$ cat src/rtl/st7735_init_sequencer.sv
`default_nettype none
// +--------------------------------------------------------------------------+
// | Module   : st7735_init_sequencer                                         |
// | Purpose  : ST7735 panel bring-up. Pulses the panel reset pin, waits for  |
// |            the panel to settle, then walks an external init-table ROM,  |
// |            streaming CMD/DATA bytes to the SPI byte shifter and         |
// |            honouring embedded millisecond delays.                       |
// | Ports    : SYSTEM_CLK, reset_delay (async, active high)                  |
// |            start -> busy / init_done / seq_error      top-level control  |
// |            lcd_rst_n                                   panel reset pin   |
// |            rom_addr -> rom_data (1-cycle sync read)    init-table ROM    |
// |            tx_valid/tx_ready/tx_data/tx_dc             to SPI shifter    |
// | Revision : 1.0  initial release                                         |
// +--------------------------------------------------------------------------+
module st7735_init_sequencer #(
  parameter int CLOCK_SPEED_MHZ = 12,
  parameter int RESET_LOW_US    = 10,
  parameter int RESET_WAIT_MS   = 120,
  parameter int ROM_ADDR_W      = 6
) (
  input  logic                  SYSTEM_CLK,
  input  logic                  reset_delay,
  input  logic                  start,
  output logic                  busy,
  output logic                  init_done,
  output logic                  seq_error,
  output logic                  lcd_rst_n,
  output logic [ROM_ADDR_W-1:0] rom_addr,
  input  logic [9:0]            rom_data,
  output logic                  tx_valid,
  input  logic                  tx_ready,
  output logic [7:0]            tx_data,
  output logic                  tx_dc
);

  localparam int                  c_PRE_W    = $clog2(CLOCK_SPEED_MHZ + 1);
  localparam logic [c_PRE_W-1:0]  c_PRE_LAST = c_PRE_W'(CLOCK_SPEED_MHZ - 1);
  localparam logic [9:0]          c_US_LAST  = 10'd999;
  localparam logic [ROM_ADDR_W-1:0] c_ADDR_MAX = {ROM_ADDR_W{1'b1}};

  // Init-table entry types
  localparam logic [1:0] c_T_CMD  = 2'b00;
  localparam logic [1:0] c_T_DATA = 2'b01;
  localparam logic [1:0] c_T_DLY  = 2'b10;

  typedef enum logic [3:0] {
    S_IDLE     = 4'd0,
    S_RST_LOW  = 4'd1,
    S_RST_WAIT = 4'd2,
    S_FETCH    = 4'd3,
    S_ROMWAIT  = 4'd4,
    S_DECODE   = 4'd5,
    S_SEND     = 4'd6,
    S_DELAY    = 4'd7,
    S_ADVANCE  = 4'd8,
    S_DONE     = 4'd9
  } state_t;

  state_t               r_state;
  logic [9:0]           r_entry;   // latched table entry, held through DECODE/SEND/DELAY
  logic [c_PRE_W-1:0]   r_pre;     // cycles within the current microsecond
  logic [9:0]           r_us;      // microseconds within the current millisecond
  logic [15:0]          r_tick;    // completed us (RST_LOW) or ms (RST_WAIT/DELAY) units

  logic        w_us_tick;
  logic        w_ms_tick;
  logic        w_timer_run;
  logic        w_unit_tick;
  logic [15:0] w_tick_target;
  logic        w_tick_done;
  logic        w_timer_clr;

  assign w_us_tick = (r_pre == c_PRE_LAST);
  assign w_ms_tick = w_us_tick && (r_us == c_US_LAST);

  // RST_LOW counts microseconds; RST_WAIT and DELAY count milliseconds.
  always_comb begin
    w_timer_run   = 1'b0;
    w_unit_tick   = 1'b0;
    w_tick_target = 16'd0;
    case (r_state)
      S_RST_LOW: begin
        w_timer_run   = 1'b1;
        w_unit_tick   = w_us_tick;
        w_tick_target = 16'(RESET_LOW_US);
      end
      S_RST_WAIT: begin
        w_timer_run   = 1'b1;
        w_unit_tick   = w_ms_tick;
        w_tick_target = 16'(RESET_WAIT_MS);
      end
      S_DELAY: begin
        w_timer_run   = 1'b1;
        w_unit_tick   = w_ms_tick;
        w_tick_target = {8'd0, r_entry[7:0]};
      end
      default: begin
      end
    endcase
  end

  assign w_tick_done = w_unit_tick && ((r_tick + 16'd1) == w_tick_target);
  // Holding the timebase cleared outside the timed states, and on the cycle a
  // timed state finishes, guarantees every timed state starts from zero.
  assign w_timer_clr = !w_timer_run || w_tick_done;

  always_ff @(posedge SYSTEM_CLK or posedge reset_delay) begin
    if (reset_delay) begin
      r_state   <= S_IDLE;
      r_entry   <= '0;
      r_pre     <= '0;
      r_us      <= '0;
      r_tick    <= '0;
      busy      <= 1'b0;
      init_done <= 1'b0;
      seq_error <= 1'b0;
      lcd_rst_n <= 1'b1;
      rom_addr  <= '0;
      tx_valid  <= 1'b0;
      tx_data   <= 8'd0;
      tx_dc     <= 1'b0;
    end else begin
      // Timebase
      if (w_timer_clr) begin
        r_pre  <= '0;
        r_us   <= '0;
        r_tick <= '0;
      end else if (w_us_tick) begin
        r_pre <= '0;
        r_us  <= (r_us == c_US_LAST) ? 10'd0 : r_us + 10'd1;
        if (w_unit_tick) begin
          r_tick <= r_tick + 16'd1;
        end
      end else begin
        r_pre <= r_pre + 1'b1;
      end

      // Sequencer
      case (r_state)
        S_IDLE, S_DONE: begin
          if (start) begin
            busy      <= 1'b1;
            init_done <= 1'b0;
            seq_error <= 1'b0;
            lcd_rst_n <= 1'b0;
            rom_addr  <= '0;
            r_state   <= S_RST_LOW;
          end
        end
        S_RST_LOW: begin
          if (w_tick_done) begin
            lcd_rst_n <= 1'b1;
            r_state   <= S_RST_WAIT;
          end
        end
        S_RST_WAIT: begin
          if (w_tick_done) begin
            r_state <= S_FETCH;
          end
        end
        S_FETCH: begin
          r_state <= S_ROMWAIT;
        end
        S_ROMWAIT: begin
          r_entry <= rom_data;
          r_state <= S_DECODE;
        end
        S_DECODE: begin
          case (r_entry[9:8])
            c_T_CMD, c_T_DATA: begin
              tx_data  <= r_entry[7:0];
              tx_dc    <= r_entry[8];
              tx_valid <= 1'b1;
              r_state  <= S_SEND;
            end
            c_T_DLY: begin
              r_state <= (r_entry[7:0] != 8'd0) ? S_DELAY : S_ADVANCE;
            end
            default: begin
              init_done <= 1'b1;
              busy      <= 1'b0;
              r_state   <= S_DONE;
            end
          endcase
        end
        S_SEND: begin
          if (tx_ready) begin
            tx_valid <= 1'b0;
            r_state  <= S_ADVANCE;
          end
        end
        S_DELAY: begin
          if (w_tick_done) begin
            r_state <= S_ADVANCE;
          end
        end
        S_ADVANCE: begin
          // Running off the end of the table without an END entry is an error;
          // the address stays at the last entry rather than wrapping.
          if (rom_addr == c_ADDR_MAX) begin
            seq_error <= 1'b1;
            init_done <= 1'b0;
            busy      <= 1'b0;
            r_state   <= S_DONE;
          end else begin
            rom_addr <= rom_addr + 1'b1;
            r_state  <= S_FETCH;
          end
        end
        default: begin
          r_state <= S_IDLE;
        end
      endcase
    end
  end

endmodule
`default_nettype wire

$ cat config.mk
export PLATFORM = sky130hd
export DESIGN_NAME = st7735_init_sequencer
export DESIGN_NICKNAME = d
export VERILOG_FILES = /design/src/rtl/st7735_init_sequencer.sv
export SDC_FILE = /design/constraint.sdc
export NUM_CORES = 1
export LEC_CHECK = 0
export ABC_AREA = 1
export CELL_PAD_IN_SITES_DETAIL_PLACEMENT = 1
export CELL_PAD_IN_SITES_GLOBAL_PLACEMENT = 1
export CORE_MARGIN = 1
export CORE_UTILIZATION = 42
export CTS_CLUSTER_SIZE = 8
export DETAILED_ROUTE_END_ITERATION = 6
export PLACE_DENSITY = 0.92
export SLEW_MARGIN = 0
export SYNTH_ARGS = -nofsm -noshare
export SYNTH_HDL_FRONTEND = slang
export SYNTH_SLANG_ARGS = --single-unit
$ cat constraint.sdc
create_clock -name SYSTEM_CLK -period 2.4 [get_ports SYSTEM_CLK]
set_input_delay 0.36 -clock SYSTEM_CLK [delete_from_list [all_inputs] [get_ports SYSTEM_CLK]]
set_output_delay 0.36 -clock SYSTEM_CLK [all_outputs]
set_load 0.01 [all_outputs]
Yosys cells after proc, flatten, opt, wreduce, memory -nomap -nowiden
Index checks and enable logic that the tools add are counted.
- register bits after elaboration: 64
- output and inout port bits: 20
- mux-type cells: 37
- add/sub/neg operators: 4
- reductions and logical operators: 26
- equality and inequality tests: 24
- operator list (kind ; number):
    $mux W16 ; 3
    $mux W4 ; 9
    $pmux W4 S9 ; 1
    $mux W10 ; 3
    $pmux W8 S3 ; 1
    $ne A2 B2 Y1 const B ; 9
    $add A16 B1 Y16 const B ; 1
    $eq A16 B16 Y1 ; 1
    $eq A4 B3 Y1 const B ; 4
    $eq A4 B4 Y1 const B ; 3
    $mux W6 ; 2
    $pmux W6 S2 ; 1
    $reduce_and A3 Y1 ; 4
    $add A10 B1 Y10 const B ; 1
    $eq A10 B10 Y1 const B ; 1
    $mux W1 ; 10
    $reduce_bool A2 Y1 ; 5
    $eq A4 B2 Y1 const B ; 2
    $pmux W1 S2 ; 4
    $pmux W4 S2 ; 1
    $reduce_bool A8 Y1 ; 1
    $add A6 B1 Y6 const B ; 1
    $eq A6 B6 Y1 const B ; 1
    $pmux W1 S3 ; 2
    15 further kinds ; 20

Depth between registers and ports, before layout
Gate-level depths: netlist (run 1).
- word-level depth: 7
- mapped depth: 18

Least setup slack after synthesis (run 1)
Ideal clock, no wire load.
- path type: register -> register
- start point: register r_tick[0]
- end point: register r_state[2]
- clock period less this slack: 1.928 ns
- path slack: 0.472 ns
- library setup time: 0.123 ns
- arrival: 1.804 ns
- data required time: 2.277 ns
- path buffers: 1
- cell stages (with the launch flop): 16
- path through: dfrtp_1 > ha_1 > nand3_1 > nor2_4 > nand3_1 > nand2_1 > nand2_1 > nor2_1 > nand2_1 > nor2_1 > nand2_2 > nand2_2 > buf_6 > nand2_4 > nand2_1 > nand2_1
- word-level cells in the longest chain between the ends: 5
- elaborated cells between the ends (all ways): 7
- those cells by class: add/sub (1); eq/ne (4); reduce/logical (2)
- RTL lines (item ; line ; RTL):
    from (decl) ; 63 ; logic [15:0] r_tick;
    from (signal assigned) ; 132 ; r_tick <= r_tick + 16'd1;
    $add A16 B1 Y16 (*) ; 102 ; assign w_tick_done = w_unit_tick && ((r_tick + 16'd1) == w_tick_target);
    $eq A16 B16 Y1 (*) ; 102 ;
    $logic_and A1 B1 Y1 (*) ; 102 ;
    $ne A2 B2 Y1 (no line) ; n/a ;
    $reduce_and A5 Y1 (no line) (*) ; n/a ;
    to (signal assigned) ; 177 ; r_state <= (r_entry[7:0] != 8'd0) ? S_DELAY : S_ADVANCE;
    to (decl) ; 59 ; state_t r_state;
Mark *: on every way between the ends. The rest lies on a longest branch, timed or not.
A chain may end at the register's enable or synchronous reset.

Worst setup path after layout (run 1)
- start point: register r_state[0]
- end point: register rom_addr[4]
- word-level cells in the longest chain between the ends: 4
- elaborated cells between the ends (all ways): 9
- those cells by class: eq/ne (4); mux (1); reduce/logical (4)
- RTL lines (item ; line ; RTL):
    $eq A4 B4 Y1 or $logic_not A4 Y1 (tied branches) ; 139 ; case (r_state)
    $reduce_or A2 Y1 ; 139 ;
    $ne A2 B2 Y1 (no line) or $reduce_bool A2 Y1 (tied branches) ; n/a ;
    $reduce_and A3 Y1 (no line) ; n/a ;
    to (signal assigned) ; 206 ; rom_addr <= rom_addr + 1'b1;
    to (decl) ; 28 ; output logic [ROM_ADDR_W-1:0] rom_addr,
Parallel ways exist; a longest one is shown, timed or not.

==> results of run 1 <==
worst min-delay path: cells and delay by family:
family / cells / cell delay, ns
buf+inv: 3 / 0.79
layer usage:
layer  up-vias  track usage [%]  share of wire [%]
met2       101            46.26                 53
met1      1852            30.40                 40
met5         -                0                  0
met3        35            3.883                3.8
li1       1670                -                  -
met4         0            11.92                3.0
cell families after synthesis:
kind of cell,count (synthesis)
compound gates,59
xor+xnor,7
fa+ha+maj,4
buf+inv,74
flops,64
simple gates,279
registers in the layout, indices dropped and copies added, names as in the netlist:
name / count
r_entry: 10
r_state: 4
r_tick: 16
busy: 1
r_pre: 4
seq_error: 1
r_us: 10
tx_valid: 1
rom_addr: 6
init_done: 1
lcd_rst_n: 1
tx_data: 8
tx_dc: 1
area by class of cell:
class	count	area [um^2]
sequential	64	1605
fill	1008	3872
inverter	64	242.7
clock buffer	9	123.9
tap	105	131.4
clock inverter	7	72.57
multi-input combinational	349	1708
timing repair buffer	47	460.4
stage by stage:
| stage | instances | util (%) |
|---|---|---|
| after floorplan | 487 | - |
| after global placement | 624 | 49.54 |
| after detailed placement | 624 | 49.54 |
| after CTS | 642 | 52.14 |
| after global routing | 645 | 52.87 |
| final | 645 | 52.87 |
final timing paths:
path                              from  slack [ns]           to
max                         r_state[0]        0.03  rom_addr[4]
min                        reset_delay        0.40   r_state[3]
max reg2reg                 r_state[0]        0.03  rom_addr[4]
min reg2reg                   r_pre[0]        0.47     r_pre[0]
max in group asynchronous  reset_delay        1.67    lcd_rst_n
min in group SYSTEM_CLK       r_pre[0]        0.47     r_pre[0]
power by group:
group,leakage [nW],internal (mW),switching (mW)
Combinational,1.03,0.716,1.41
Clock,0.0952,0.479,0.472
Sequential,0.846,1.32,0.221
what timing repair did:
action                                  CTS  global route
endpoints found under the setup margin    4            33
gates resized for setup                   1            12
setup buffers                             2             3
pin swaps                                 1             2
layout by cell type (no fill, tap or decap), types with 2 or more instances in the layout:
cell type                           n
sky130_fd_sc_hd__a31oi_1            2
sky130_fd_sc_hd__nand4_1           12
sky130_fd_sc_hd__or2_2              2
sky130_fd_sc_hd__nand2_2            6
sky130_fd_sc_hd__o211ai_1           2
sky130_fd_sc_hd__buf_4             12
sky130_fd_sc_hd__xnor2_1            3
sky130_fd_sc_hd__nor3_1            17
sky130_fd_sc_hd__clkinv_2           2
sky130_fd_sc_hd__nand3_1           38
sky130_fd_sc_hd__nor2_4             3
sky130_fd_sc_hd__clkbuf_8           9
sky130_fd_sc_hd__o22ai_1           11
sky130_fd_sc_hd__dfrtp_2            2
sky130_fd_sc_hd__inv_2              5
sky130_fd_sc_hd__nand3b_1           3
sky130_fd_sc_hd__inv_1             58
sky130_fd_sc_hd__buf_12             2
sky130_fd_sc_hd__ha_1               3
sky130_fd_sc_hd__a21oi_1            7
sky130_fd_sc_hd__clkinv_4           2
sky130_fd_sc_hd__nand3_2            2
sky130_fd_sc_hd__nand2_1          144
sky130_fd_sc_hd__clkinvlp_4         2
sky130_fd_sc_hd__o21ai_1            3
sky130_fd_sc_hd__dfrtp_1           61
sky130_fd_sc_hd__clkdlybuf4s50_1   33
sky130_fd_sc_hd__nor2_1            41
sky130_fd_sc_hd__nand2_4            2
sky130_fd_sc_hd__o21ai_0           30
sky130_fd_sc_hd__nor2_2             7
sky130_fd_sc_hd__xor2_1             4
==> run_summary.xml, run 1 <==
<?xml version="1.0" encoding="UTF-8"?>
<metrics>
  <group name="power_and_ir_drop">
    <metric name="pwr_density_cell" unit="nW/um^2">1064</metric>
    <metric name="power.ir.vdd_worst" unit="mV">0.7618</metric>
    <metric name="p_leak" unit="nW">1.976</metric>
    <metric name="design_power_total" unit="mW">4.624</metric>
  </group>
  <group name="route">
    <metric name="route.vias.total" unit="">3658</metric>
    <metric name="detail-route-antenna-nets" unit="">0</metric>
    <metric name="drt_wl_total" unit="um">12400</metric>
    <metric name="drt_iter0_drc" unit="">225</metric>
    <metric name="drc" unit="">0</metric>
    <metric name="post_drt_via_cell_ratio" unit="">5.671</metric>
    <metric name="avgRoutedWirePerCell" unit="um">19.22</metric>
    <metric name="number_of_iterations_in_the_first_detailed_routing_pass" unit="">5</metric>
  </group>
  <group name="clock_network">
    <metric name="clkSlewWorstSetupHoldPaths" unit="ns">0.08</metric>
    <metric name="cts.hold.buffers_added" unit="">0</metric>
    <metric name="cts.htree.levels" unit="">3</metric>
    <metric name="clockBufferDepth" unit="">2</metric>
    <metric name="cts_root_buffer" unit="">sky130_fd_sc_hd__clkbuf_8</metric>
    <metric name="cts_inserted_buffers" unit="">9</metric>
    <metric name="cts.sinks" unit="">64</metric>
    <metric name="tritoncts" unit="">yes</metric>
    <metric name="clock_latency" unit="ns">0.36</metric>
  </group>
  <group name="logic_synthesis">
    <metric name="postSynthRegisterBits" unit="">64</metric>
    <metric name="synthDominantCellAreaShare" unit="%">44.13</metric>
    <metric name="ys_async_sr_fraction" unit="%">100.0</metric>
    <metric name="synth_ff_type" unit="">sky130_fd_sc_hd__dfrtp_1</metric>
    <metric name="cell_accounting_for_the_most_synthesized_area" unit="">sky130_fd_sc_hd__dfrtp_1</metric>
    <metric name="synth-compound-area-share" unit="%">9.247</metric>
    <metric name="post_synth_fa_ha_maj_area_fraction" unit="%">1.401</metric>
    <metric name="yosys.cell_types.count" unit="">34</metric>
    <metric name="postSynthCellCount" unit="">487</metric>
    <metric name="synthesis.nets" unit="">505</metric>
    <metric name="post_synthesis_share_of_cell_area_spent_on_xor_and_xnor_gates" unit="%">1.716</metric>
    <metric name="synth_area_leaders" unit="">sky130_fd_sc_hd__dfrtp_1, sky130_fd_sc_hd__nand2_1, sky130_fd_sc_hd__inv_1, sky130_fd_sc_hd__nand3_1, sky130_fd_sc_hd__nor2_1</metric>
    <metric name="mappedNetlistArea" unit="um^2">3572</metric>
    <metric name="synth_edf_count" unit="">0</metric>
    <metric name="synth_mux_area_share" unit="%">0</metric>
    <metric name="syn_avg_cell_area" unit="um^2">7.335</metric>
    <metric name="synthSimpleGateAreaFrac" unit="%">34.47</metric>
    <metric name="main_combinational_cell_family_by_area_after_synthesis" unit="">simple AND/OR/NAND/NOR gates</metric>
    <metric name="seq_area_frac_synth" unit="%">44.87</metric>
    <metric name="synth.most_common_cell" unit="">sky130_fd_sc_hd__nand2_1</metric>
    <metric name="ys_top_cells_by_count" unit="">sky130_fd_sc_hd__nand2_1, sky130_fd_sc_hd__dfrtp_1, sky130_fd_sc_hd__inv_1</metric>
    <metric name="synth.yosys.warnings" unit="">0</metric>
  </group>
  <group name="sta">
    <metric name="setup_slack" unit="ns">0.02687</metric>
    <metric name="final.hold.worst_slack" unit="ns">0.3975</metric>
    <metric name="final_period_minus_worst_setup_slack" unit="ns">2.373</metric>
    <metric name="max_slew_margin" unit="%">60.66</metric>
    <metric name="slew_viol_final" unit="">0</metric>
    <metric name="clock_skew" unit="ns">0.01191</metric>
    <metric name="worst_max_slew_pin_slew" unit="ns">0.5894</metric>
    <metric name="finalHoldViolations" unit="">0</metric>
    <metric name="finalSetupTns" unit="ns">0</metric>
    <metric name="max_clock_freq" unit="MHz">421.4</metric>
    <metric name="setup_violations" unit="">0</metric>
    <metric name="finalCritPeriodShare" unit="%">98.88</metric>
  </group>
  <group name="place">
    <metric name="gpl.final_weighted_congestion" unit="">0.8907</metric>
    <metric name="port_buffer_cells" unit="">33</metric>
    <metric name="dp.final_hpwl" unit="um">7576</metric>
    <metric name="placed_area" unit="um^2">4070</metric>
    <metric name="place_worst_setup_slack" unit="ns">-0.002015</metric>
  </group>
  <group name="final_layout">
    <metric name="antenna_cells_inserted" unit="">0</metric>
    <metric name="layout.cell_area.non_filler" unit="um^2">4344</metric>
    <metric name="drive_above_1_share" unit="%">11.67</metric>
    <metric name="areaGrowthSynthToFinish" unit="%">21.61</metric>
    <metric name="final_nets" unit="">553</metric>
  </group>
  <group name="worst_setup_path">
    <metric name="setup.worst_path.end_class" unit="">flip-flop</metric>
    <metric name="critical_path.slowest_cell" unit="">sky130_fd_sc_hd__dfrtp_2</metric>
    <metric name="start_to_end_type_of_the_worst_setup_path" unit="">reg2reg</metric>
    <metric name="worst-path-stages" unit="">9</metric>
    <metric name="max_stage_delay" unit="ns">0.47</metric>
    <metric name="rr_worst_depth" unit="">9</metric>
    <metric name="critical_path_arrival" unit="ns">2.62</metric>
    <metric name="critical_path.n_buffers_inverters" unit="">1</metric>
    <metric name="worstPathCellList" unit="">nor2_1 -&gt; nand2_1 -&gt; inv_1 -&gt; nor2_1 -&gt; nor2_1 -&gt; nand2_2 -&gt; o21ai_0 -&gt; nand2_1 -&gt; a31oi_1</metric>
    <metric name="cp_common_cell" unit="">sky130_fd_sc_hd__nor2_1</metric>
    <metric name="cp.required" unit="ns">2.65</metric>
    <metric name="setup_crit_start_kind" unit="">flip-flop</metric>
    <metric name="critical-path-top-delay-family" unit="">simple AND/OR/NAND/NOR gates</metric>
    <metric name="crit_path_max_fanout" unit="">7</metric>
  </group>
  <group name="die">
    <metric name="num_rows" unit="">33</metric>
    <metric name="floorplan.initialDensity" unit="%">43.47</metric>
    <metric name="die_x" unit="um">94.23</metric>
    <metric name="dieArea" unit="um^2">8878</metric>
    <metric name="die_height" unit="um">94.23</metric>
    <metric name="ios" unit="">34</metric>
    <metric name="core_region_area" unit="um^2">8217</metric>
  </group>
  <group name="job">
    <metric name="cap_viol_max_count" unit="">0</metric>
  </group>
  <group name="global_route">
    <metric name="first_global_vias" unit="">3745</metric>
    <metric name="antenna_found_initial" unit="">0</metric>
    <metric name="grt_usage" unit="%">25.95</metric>
    <metric name="overflow_left_after_global_routing" unit="">0</metric>
    <metric name="wire_length_of_the_first_global_routing_pass" unit="um">17580</metric>
    <metric name="maximum_number_of_pins_on_one_net_before_global_route_repair" unit="">65</metric>
  </group>
  <group name="status">
    <metric name="run_status" unit="">finished, final reports clean</metric>
  </group>
  <group name="min_path">
    <metric name="hold_path_class" unit="">in2async</metric>
  </group>
</metrics>
(Power assumes the default switching activity.)
==> run 2: changes to the inputs <==
--- a/config.mk
+++ b/config.mk
@@ -6,6 +6,7 @@
 export NUM_CORES = 1
 export LEC_CHECK = 0
 export ABC_AREA = 1
+export CAP_MARGIN = 20
 export CELL_PAD_IN_SITES_DETAIL_PLACEMENT = 1
 export CELL_PAD_IN_SITES_GLOBAL_PLACEMENT = 1
 export CORE_MARGIN = 1
@@ -17,3 +18,4 @@
 export SYNTH_ARGS = -nofsm -noshare
 export SYNTH_HDL_FRONTEND = slang
 export SYNTH_SLANG_ARGS = --single-unit
+export TNS_END_PERCENT = 1
==> run 2 against run 1 <==
Final cell count is 0.31% lower. Maximum frequency is 6.7% higher. Sequential cell count stayed put. Design area is 0.35% lower. Critical path depth is 6 higher. Clock skew is 0.0018 ns higher. Global-route usage stayed put. Largest cell class unchanged. Largest power group unchanged.
==> run_summary.xml, run 2 (same netlist as run 1, synthesis figures left out) <==
<?xml version="1.0" encoding="UTF-8"?>
<metrics>
  <group name="power_and_ir_drop">
    <metric name="power.switching_fraction" unit="%">44.14</metric>
    <metric name="p_comb_share" unit="%">45.4</metric>
    <metric name="design_power_total" unit="mW">4.495</metric>
    <metric name="power.ir.vdd_worst" unit="mV">0.6595</metric>
    <metric name="power.share.sequential" unit="%">33.8</metric>
    <metric name="total_switching_power" unit="mW">1.984</metric>
    <metric name="p_leak" unit="nW">1.965</metric>
    <metric name="pwr_density_cell" unit="nW/um^2">1038</metric>
    <metric name="p_clk_share" unit="%">20.8</metric>
    <metric name="cellInternalPower" unit="mW">2.511</metric>
  </group>
  <group name="global_route">
    <metric name="maximum_number_of_pins_on_one_net_before_global_route_repair" unit="">65</metric>
    <metric name="overflow_left_after_global_routing" unit="">0</metric>
    <metric name="first_global_vias" unit="">3745</metric>
    <metric name="wire_length_of_the_first_global_routing_pass" unit="um">17580</metric>
    <metric name="antenna_found_initial" unit="">0</metric>
    <metric name="grt_usage" unit="%">25.95</metric>
  </group>
  <group name="route">
    <metric name="number_of_iterations_in_the_first_detailed_routing_pass" unit="">4</metric>
    <metric name="drt_iter0_drc" unit="">151</metric>
    <metric name="post_drt_via_cell_ratio" unit="">5.509</metric>
    <metric name="drt_wl_total" unit="um">11020</metric>
    <metric name="avgRoutedWirePerCell" unit="um">17.14</metric>
    <metric name="route.vias.total" unit="">3542</metric>
    <metric name="drc" unit="">0</metric>
    <metric name="detail-route-antenna-nets" unit="">0</metric>
  </group>
  <group name="worst_setup_path">
    <metric name="max_stage_delay" unit="ns">0.46</metric>
    <metric name="worstPathCellList" unit="">ha_4 -&gt; nand3_2 -&gt; nor2_4 -&gt; buf_4 -&gt; nand2_1 -&gt; nand2_1 -&gt; nand2_1 -&gt; nand2_1 -&gt; nor2_1 -&gt; nand2_1 -&gt; nor2_1 -&gt; nand2_2 -&gt; nand2_4 -&gt; buf_4 -&gt; nor3_1</metric>
    <metric name="critical_path.slowest_cell" unit="">sky130_fd_sc_hd__dfrtp_2</metric>
    <metric name="critical_path_arrival" unit="ns">2.43</metric>
    <metric name="crit_path_max_fanout" unit="">8</metric>
    <metric name="start_to_end_type_of_the_worst_setup_path" unit="">reg2reg</metric>
    <metric name="setup.worst_path.end_class" unit="">flip-flop</metric>
    <metric name="setup_crit_start_kind" unit="">flip-flop</metric>
    <metric name="cp_common_cell" unit="">sky130_fd_sc_hd__nand2_1</metric>
    <metric name="cp.required" unit="ns">2.61</metric>
  </group>
  <group name="final_layout">
    <metric name="largestRegisters" unit="">r_tick x16, r_entry x10, r_us x10</metric>
    <metric name="flip_flop_count_of_the_largest_register_after_layout" unit="">16</metric>
    <metric name="nFillCells" unit="">1022</metric>
    <metric name="final_nets" unit="">551</metric>
    <metric name="max_flop_register" unit="">r_tick</metric>
    <metric name="mostFrequentLayoutCell" unit="">sky130_fd_sc_hd__nand2_1</metric>
    <metric name="most-common-layout-cells" unit="">sky130_fd_sc_hd__nand2_1, sky130_fd_sc_hd__dfrtp_1, sky130_fd_sc_hd__inv_1, sky130_fd_sc_hd__nor2_1, sky130_fd_sc_hd__nand3_1</metric>
    <metric name="antenna_cells_inserted" unit="">0</metric>
    <metric name="areaGrowthSynthToFinish" unit="%">21.19</metric>
    <metric name="drive_above_1_share" unit="%">11.34</metric>
    <metric name="layout.core_utilization" unit="%">52.69</metric>
  </group>
  <group name="sta">
    <metric name="finalCritPeriodShare" unit="%">92.68</metric>
    <metric name="max_slew_margin" unit="%">61.04</metric>
    <metric name="finalHoldViolations" unit="">0</metric>
    <metric name="final_period_minus_worst_setup_slack" unit="ns">2.224</metric>
    <metric name="clock_skew" unit="ns">0.01367</metric>
    <metric name="setup_violations" unit="">0</metric>
    <metric name="slew_viol_final" unit="">0</metric>
    <metric name="max_clock_freq" unit="MHz">449.6</metric>
    <metric name="worst_max_slew_pin_slew" unit="ns">0.5837</metric>
    <metric name="rsz0062_at_grt" unit="">true</metric>
  </group>
  <group name="die">
    <metric name="floorplan.initialDensity" unit="%">43.47</metric>
    <metric name="die_x" unit="um">94.23</metric>
    <metric name="num_rows" unit="">33</metric>
    <metric name="die_height" unit="um">94.23</metric>
    <metric name="dieArea" unit="um^2">8878</metric>
    <metric name="core_region_area" unit="um^2">8217</metric>
    <metric name="ios" unit="">34</metric>
  </group>
  <group name="clock_network">
    <metric name="clockBufferDepth" unit="">2</metric>
    <metric name="tritoncts" unit="">yes</metric>
    <metric name="cts_inserted_buffers" unit="">9</metric>
    <metric name="cts_root_buffer" unit="">sky130_fd_sc_hd__clkbuf_8</metric>
    <metric name="clkSlewWorstSetupHoldPaths" unit="ns">0.07</metric>
    <metric name="cts.htree.levels" unit="">3</metric>
    <metric name="cts.sinks" unit="">64</metric>
    <metric name="clock_latency" unit="ns">0.35</metric>
  </group>
  <group name="place">
    <metric name="gpl.final_weighted_congestion" unit="">0.8907</metric>
    <metric name="dp.final_hpwl" unit="um">7576</metric>
    <metric name="port_buffer_cells" unit="">33</metric>
  </group>
  <group name="job">
    <metric name="cap_viol_max_count" unit="">0</metric>
  </group>
  <group name="status">
    <metric name="run_status" unit="">finished, final reports clean</metric>
  </group>
  <group name="min_path">
    <metric name="hold_path_class" unit="">in2async</metric>
  </group>
</metrics>
run 2: cell types whose count changed in the layout (fill, tap and decap cells not counted):
cell                    previous run  this run
sky130_fd_sc_hd__buf_4            12        10
run 2: final timing paths:
check	endpoint	cells after the start	start	slack, ns
max	r_us[7]	15	r_tick[0]	0.18
min	r_state[0]	3	reset_delay	0.40
max reg2reg	r_us[7]	15	r_tick[0]	0.18
min reg2reg	r_pre[0]	1	r_pre[0]	0.47
max in group asynchronous	lcd_rst_n	3	reset_delay	1.67
min in group SYSTEM_CLK	r_pre[0]	1	r_pre[0]	0.47
run 2: metal layers:
| metal | up-vias | part of all wire (%) | track usage [%] |
|---|---|---|---|
| met2 | 87 | 54 | 46.26 |
| met1 | 1765 | 41 | 30.40 |
| li1 | 1666 | - | - |
| met3 | 24 | 3.1 | 3.883 |
| met5 | - | 0 | 0 |
| met4 | 0 | 2.2 | 11.92 |
run 2: cell type report:
class	instances	area, um^2	share of cell area (%)
Clock inverter	7	72.57	1.676
Sequential cell	64	1605	37.08
Multi-Input combinational cell	349	1708	39.45
Inverter	64	242.7	5.607
Clock buffer	9	123.9	2.861
Tap cell	105	131.4	3.035
Timing Repair Buffer	45	445.4	10.29
run 2: what timing repair did:
item,4_1_cts,5_1_grt
gates resized for setup,1,12
hold buffers,0,0
setup endpoints to repair,4,33
pin swaps,1,1
buffers inserted,2,1
run 2: worst max-delay path: cells and delay by family (launching register included):
kind                       cells  cell delay (ns)
buffers and inverters          2             0.33
adders and majority gates      1             0.19
and+or+nand+nor               12             1.09
DFF                            1             0.46
run 2: power groups by stage:
| stage | sequential [mW] | combinational (mW) | clock, mW |
|---|---|---|---|
| 3_5_place_dp | 1.53 | 1.94 | 0 |
| 3_3_place_gp | 1.50 | 1.84 | 0 |
| 4_1_cts | 1.51 | 1.97 | 0.943 |
| 5_1_grt | 1.55 | 2.25 | 0.989 |
| 2_1_floorplan | 1.52 | 1.20 | 0 |
| 6_report | 1.52 | 2.04 | 0.935 |
run 2: per-stage QoR:
step | setup TNS (ns) | hold WS (ns) | area [um^2] | setup WS [ns] | instances
6_report | 0 | 0.4043 | 4329 | 0.1757 | 643
3_5_place_dp | -0.002015 | 0.4637 | 4070 | -0.002015 | 624
2_1_floorplan | 0 | 0.4405 | 3572 | 0.4436 | 487
4_1_cts | 0 | 0.4170 | 4284 | 0.01449 | 642
5_1_grt | -0.06255 | 0.4459 | 4329 | -0.01768 | 643
3_3_place_gp | 0 | 0.4532 | 4070 | 0.1175 | 624
==> run 3: changes to the inputs <==
--- a/config.mk
+++ b/config.mk
@@ -10,10 +10,10 @@
 export CELL_PAD_IN_SITES_DETAIL_PLACEMENT = 1
 export CELL_PAD_IN_SITES_GLOBAL_PLACEMENT = 1
 export CORE_MARGIN = 1
-export CORE_UTILIZATION = 42
+export CORE_UTILIZATION = 45
 export CTS_CLUSTER_SIZE = 8
 export DETAILED_ROUTE_END_ITERATION = 6
-export PLACE_DENSITY = 0.92
+export PLACE_DENSITY = 0.95
 export SLEW_MARGIN = 0
 export SYNTH_ARGS = -nofsm -noshare
 export SYNTH_HDL_FRONTEND = slang
==> constraint.sdc (replaced) <==
create_clock -name SYSTEM_CLK -period 2.65 [get_ports SYSTEM_CLK]
set_input_delay 0.3975 -clock SYSTEM_CLK [delete_from_list [all_inputs] [get_ports SYSTEM_CLK]]
set_output_delay 0.3975 -clock SYSTEM_CLK [all_outputs]
set_load 0.01 [all_outputs]
==> run 3 against run 2 <==
Sequential power decreased by 9%. Maximum frequency decreased by 9.4%. Sequential share of layout area rose by 0.40 points. Sequential cell count unchanged. Clock skew hardly changed. Via count rose by 0.23%. Non-clock buffer count down 5. Setup slack improved by 0.020 ns. Highest routed layer unchanged.
==> run_summary.xml, run 3 (same netlist as run 1, synthesis figures left out) <==
<?xml version="1.0" encoding="UTF-8"?>
<metrics>
  <group name="status">
    <metric name="run_status" unit="">finished, final reports clean</metric>
  </group>
  <group name="route">
    <metric name="detail-route-antenna-nets" unit="">0</metric>
    <metric name="route.vias.total" unit="">3550</metric>
    <metric name="drt_wl_total" unit="um">11060</metric>
    <metric name="number_of_iterations_in_the_first_detailed_routing_pass" unit="">5</metric>
    <metric name="post_drt_via_cell_ratio" unit="">5.599</metric>
    <metric name="drt_iter0_drc" unit="">135</metric>
    <metric name="avgRoutedWirePerCell" unit="um">17.45</metric>
    <metric name="drc" unit="">0</metric>
  </group>
  <group name="sta">
    <metric name="final_period_minus_worst_setup_slack" unit="ns">2.454</metric>
    <metric name="finalSetupTns" unit="ns">0</metric>
    <metric name="final.hold.worst_slack" unit="ns">0.3168</metric>
    <metric name="setup_slack" unit="ns">0.1956</metric>
    <metric name="max_clock_freq" unit="MHz">407.4</metric>
    <metric name="clock_skew" unit="ns">0.01370</metric>
    <metric name="finalHoldViolations" unit="">0</metric>
    <metric name="slew_viol_final" unit="">0</metric>
    <metric name="worst_max_slew_pin_slew" unit="ns">0.5565</metric>
    <metric name="setup_violations" unit="">0</metric>
    <metric name="rsz0062_at_grt" unit="">false</metric>
    <metric name="max_slew_margin" unit="%">62.81</metric>
    <metric name="finalCritPeriodShare" unit="%">92.62</metric>
  </group>
  <group name="die">
    <metric name="ios" unit="">34</metric>
    <metric name="floorplan.initialDensity" unit="%">46.47</metric>
    <metric name="core_region_area" unit="um^2">7687</metric>
    <metric name="die_height" unit="um">91.10</metric>
    <metric name="dieArea" unit="um^2">8298</metric>
    <metric name="num_rows" unit="">32</metric>
    <metric name="die_x" unit="um">91.10</metric>
  </group>
  <group name="worst_setup_path">
    <metric name="setup_crit_start_kind" unit="">flip-flop</metric>
    <metric name="cp.required" unit="ns">2.86</metric>
    <metric name="crit_path_max_fanout" unit="">14</metric>
    <metric name="worst_r2r_startpoint" unit="">r_state[3]</metric>
    <metric name="rr_worst_depth" unit="">13</metric>
    <metric name="critical_path_arrival" unit="ns">2.66</metric>
    <metric name="setup.worst_path.end_class" unit="">flip-flop</metric>
    <metric name="worst_flop_to_flop_path_endpoint" unit="">r_tick[12]</metric>
    <metric name="regToRegSetupSlack" unit="ns">0.20</metric>
    <metric name="start_to_end_type_of_the_worst_setup_path" unit="">reg2reg</metric>
  </group>
  <group name="job">
    <metric name="cap_viol_max_count" unit="">0</metric>
  </group>
  <group name="final_layout">
    <metric name="most-common-layout-cells" unit="">sky130_fd_sc_hd__nand2_1, sky130_fd_sc_hd__dfrtp_1, sky130_fd_sc_hd__inv_1, sky130_fd_sc_hd__nor2_1, sky130_fd_sc_hd__nand3_1</metric>
    <metric name="final_nets" unit="">546</metric>
    <metric name="areaGrowthSynthToFinish" unit="%">19.72</metric>
    <metric name="layoutNonFillerInstCount" unit="">634</metric>
    <metric name="nFillCells" unit="">989</metric>
    <metric name="antenna_cells_inserted" unit="">0</metric>
    <metric name="max_flop_register" unit="">r_tick</metric>
    <metric name="mostFrequentLayoutCell" unit="">sky130_fd_sc_hd__nand2_1</metric>
    <metric name="drive_above_1_share" unit="%">9.023</metric>
    <metric name="flip_flop_count_of_the_largest_register_after_layout" unit="">16</metric>
    <metric name="largestRegisters" unit="">r_tick x16, r_entry x10, r_us x10</metric>
  </group>
  <group name="clock_network">
    <metric name="cts.htree.levels" unit="">3</metric>
    <metric name="cts.sinks" unit="">64</metric>
    <metric name="clkSlewWorstSetupHoldPaths" unit="ns">0.08</metric>
    <metric name="clock_latency" unit="ns">0.36</metric>
    <metric name="cts_root_buffer" unit="">sky130_fd_sc_hd__clkbuf_8</metric>
    <metric name="cts_inserted_buffers" unit="">9</metric>
    <metric name="cts.hold.buffers_added" unit="">0</metric>
    <metric name="tritoncts" unit="">yes</metric>
    <metric name="clockBufferDepth" unit="">2</metric>
  </group>
  <group name="global_route">
    <metric name="wire_length_of_the_first_global_routing_pass" unit="um">18660</metric>
    <metric name="antenna_found_initial" unit="">0</metric>
    <metric name="first_global_vias" unit="">3916</metric>
    <metric name="overflow_left_after_global_routing" unit="">0</metric>
    <metric name="grt_usage" unit="%">28.79</metric>
    <metric name="maximum_number_of_pins_on_one_net_before_global_route_repair" unit="">35</metric>
  </group>
  <group name="place">
    <metric name="port_buffer_cells" unit="">33</metric>
    <metric name="gpl.final_weighted_congestion" unit="">0.8812</metric>
    <metric name="dp.final_hpwl" unit="um">7710</metric>
    <metric name="place_worst_setup_slack" unit="ns">0.1461</metric>
    <metric name="dp_cells" unit="">619</metric>
  </group>
  <group name="power_and_ir_drop">
    <metric name="design_power_total" unit="mW">4.095</metric>
    <metric name="p_leak" unit="nW">1.957</metric>
    <metric name="pwr_density_cell" unit="nW/um^2">957.5</metric>
    <metric name="power.ir.vdd_worst" unit="mV">0.5761</metric>
  </group>
  <group name="min_path">
    <metric name="hold_path_class" unit="">in2async</metric>
  </group>
</metrics>
## run 3: cell types whose count changed in the layout (fill, tap and decap cells not counted), sizes merged
cell,change
clkbuf,+3
clkinv,-3
bufinv,+1
clkinvlp,-2
buf,-5
## run 3: worst max path at each step
| stage | slack, ns | endpoint | cells past startpoint | start |
|---|---|---|---|---|
| after floorplan | 0.66 | busy | 1 | reset_delay |
| after global placement | 0.28 | r_tick[7] | 13 | r_state[2] |
| after detailed placement | 0.15 | r_tick[12] | 14 | r_tick[0] |
| after CTS | 0.02 | r_tick[12] | 14 | r_tick[0] |
| after global routing | 0.03 | r_tick[12] | 15 | r_state[3] |
| final | 0.20 | r_tick[12] | 13 | r_state[3] |
## run 3: per-stage QoR
stage          utilization (%)  instance area (um^2)
6_report                 55.63                  4277
5_1_grt                  55.63                  4277
4_1_cts                  55.40                  4259
3_5_place_dp             52.54                  4039
3_3_place_gp             52.54                  4039
2_1_floorplan                -                  3572
## run 3: layout make-up
cell class / instances / area (um^2) / area share (%)
sequential: 64 / 1603 / 37.48
clock inverter: 3 / 65.06 / 1.521
clock buffer: 12 / 155.1 / 3.628
multi-input combinational: 349 / 1690 / 39.53
tap: 102 / 127.6 / 2.984
inverter: 64 / 240.2 / 5.617
timing repair buffer: 40 / 395.4 / 9.245
## run 3: critical path: stages, from the launching register on
cell and delay [ns]:
sky130_fd_sc_hd__dfrtp_1 0.44, sky130_fd_sc_hd__inv_1 0.10, sky130_fd_sc_hd__nand2_1 0.15, sky130_fd_sc_hd__nor2_4 0.27
sky130_fd_sc_hd__nand2_1 0.13, sky130_fd_sc_hd__nand3_1 0.13, sky130_fd_sc_hd__nand2_1 0.11, sky130_fd_sc_hd__nor2_2 0.17
sky130_fd_sc_hd__nand3b_1 0.11, sky130_fd_sc_hd__nor2_2 0.12, sky130_fd_sc_hd__nand2_2 0.11, sky130_fd_sc_hd__nand2_4 0.19
sky130_fd_sc_hd__buf_4 0.18, sky130_fd_sc_hd__o22ai_1 0.09
## run 3: per-layer routing
| metal | up-vias | share of wire (%) | track usage, % |
|---|---|---|---|
| met5 | - | 0 | 0 |
| met2 | 93 | 51 | 50.19 |
| li1 | 1654 | - | - |
| met4 | 0 | 2.7 | 11.51 |
| met1 | 1769 | 41 | 33.33 |
| met3 | 34 | 5.4 | 8.040 |
## run 3: where the power goes
| group | total [mW] | switching [mW] | internal, mW |
|---|---|---|---|
| Sequential | 1.38 | 0.188 | 1.20 |
| Clock | 0.972 | 0.397 | 0.575 |
| Combinational | 1.74 | 1.18 | 0.560 |
| Total | 4.09 | 1.76 | 2.33 |
## run 3: what timing repair did
action                                  4_1_cts  5_1_grt
endpoints found under the setup margin        0       23
resized for setup                             0        4
buffers inserted                              0        0
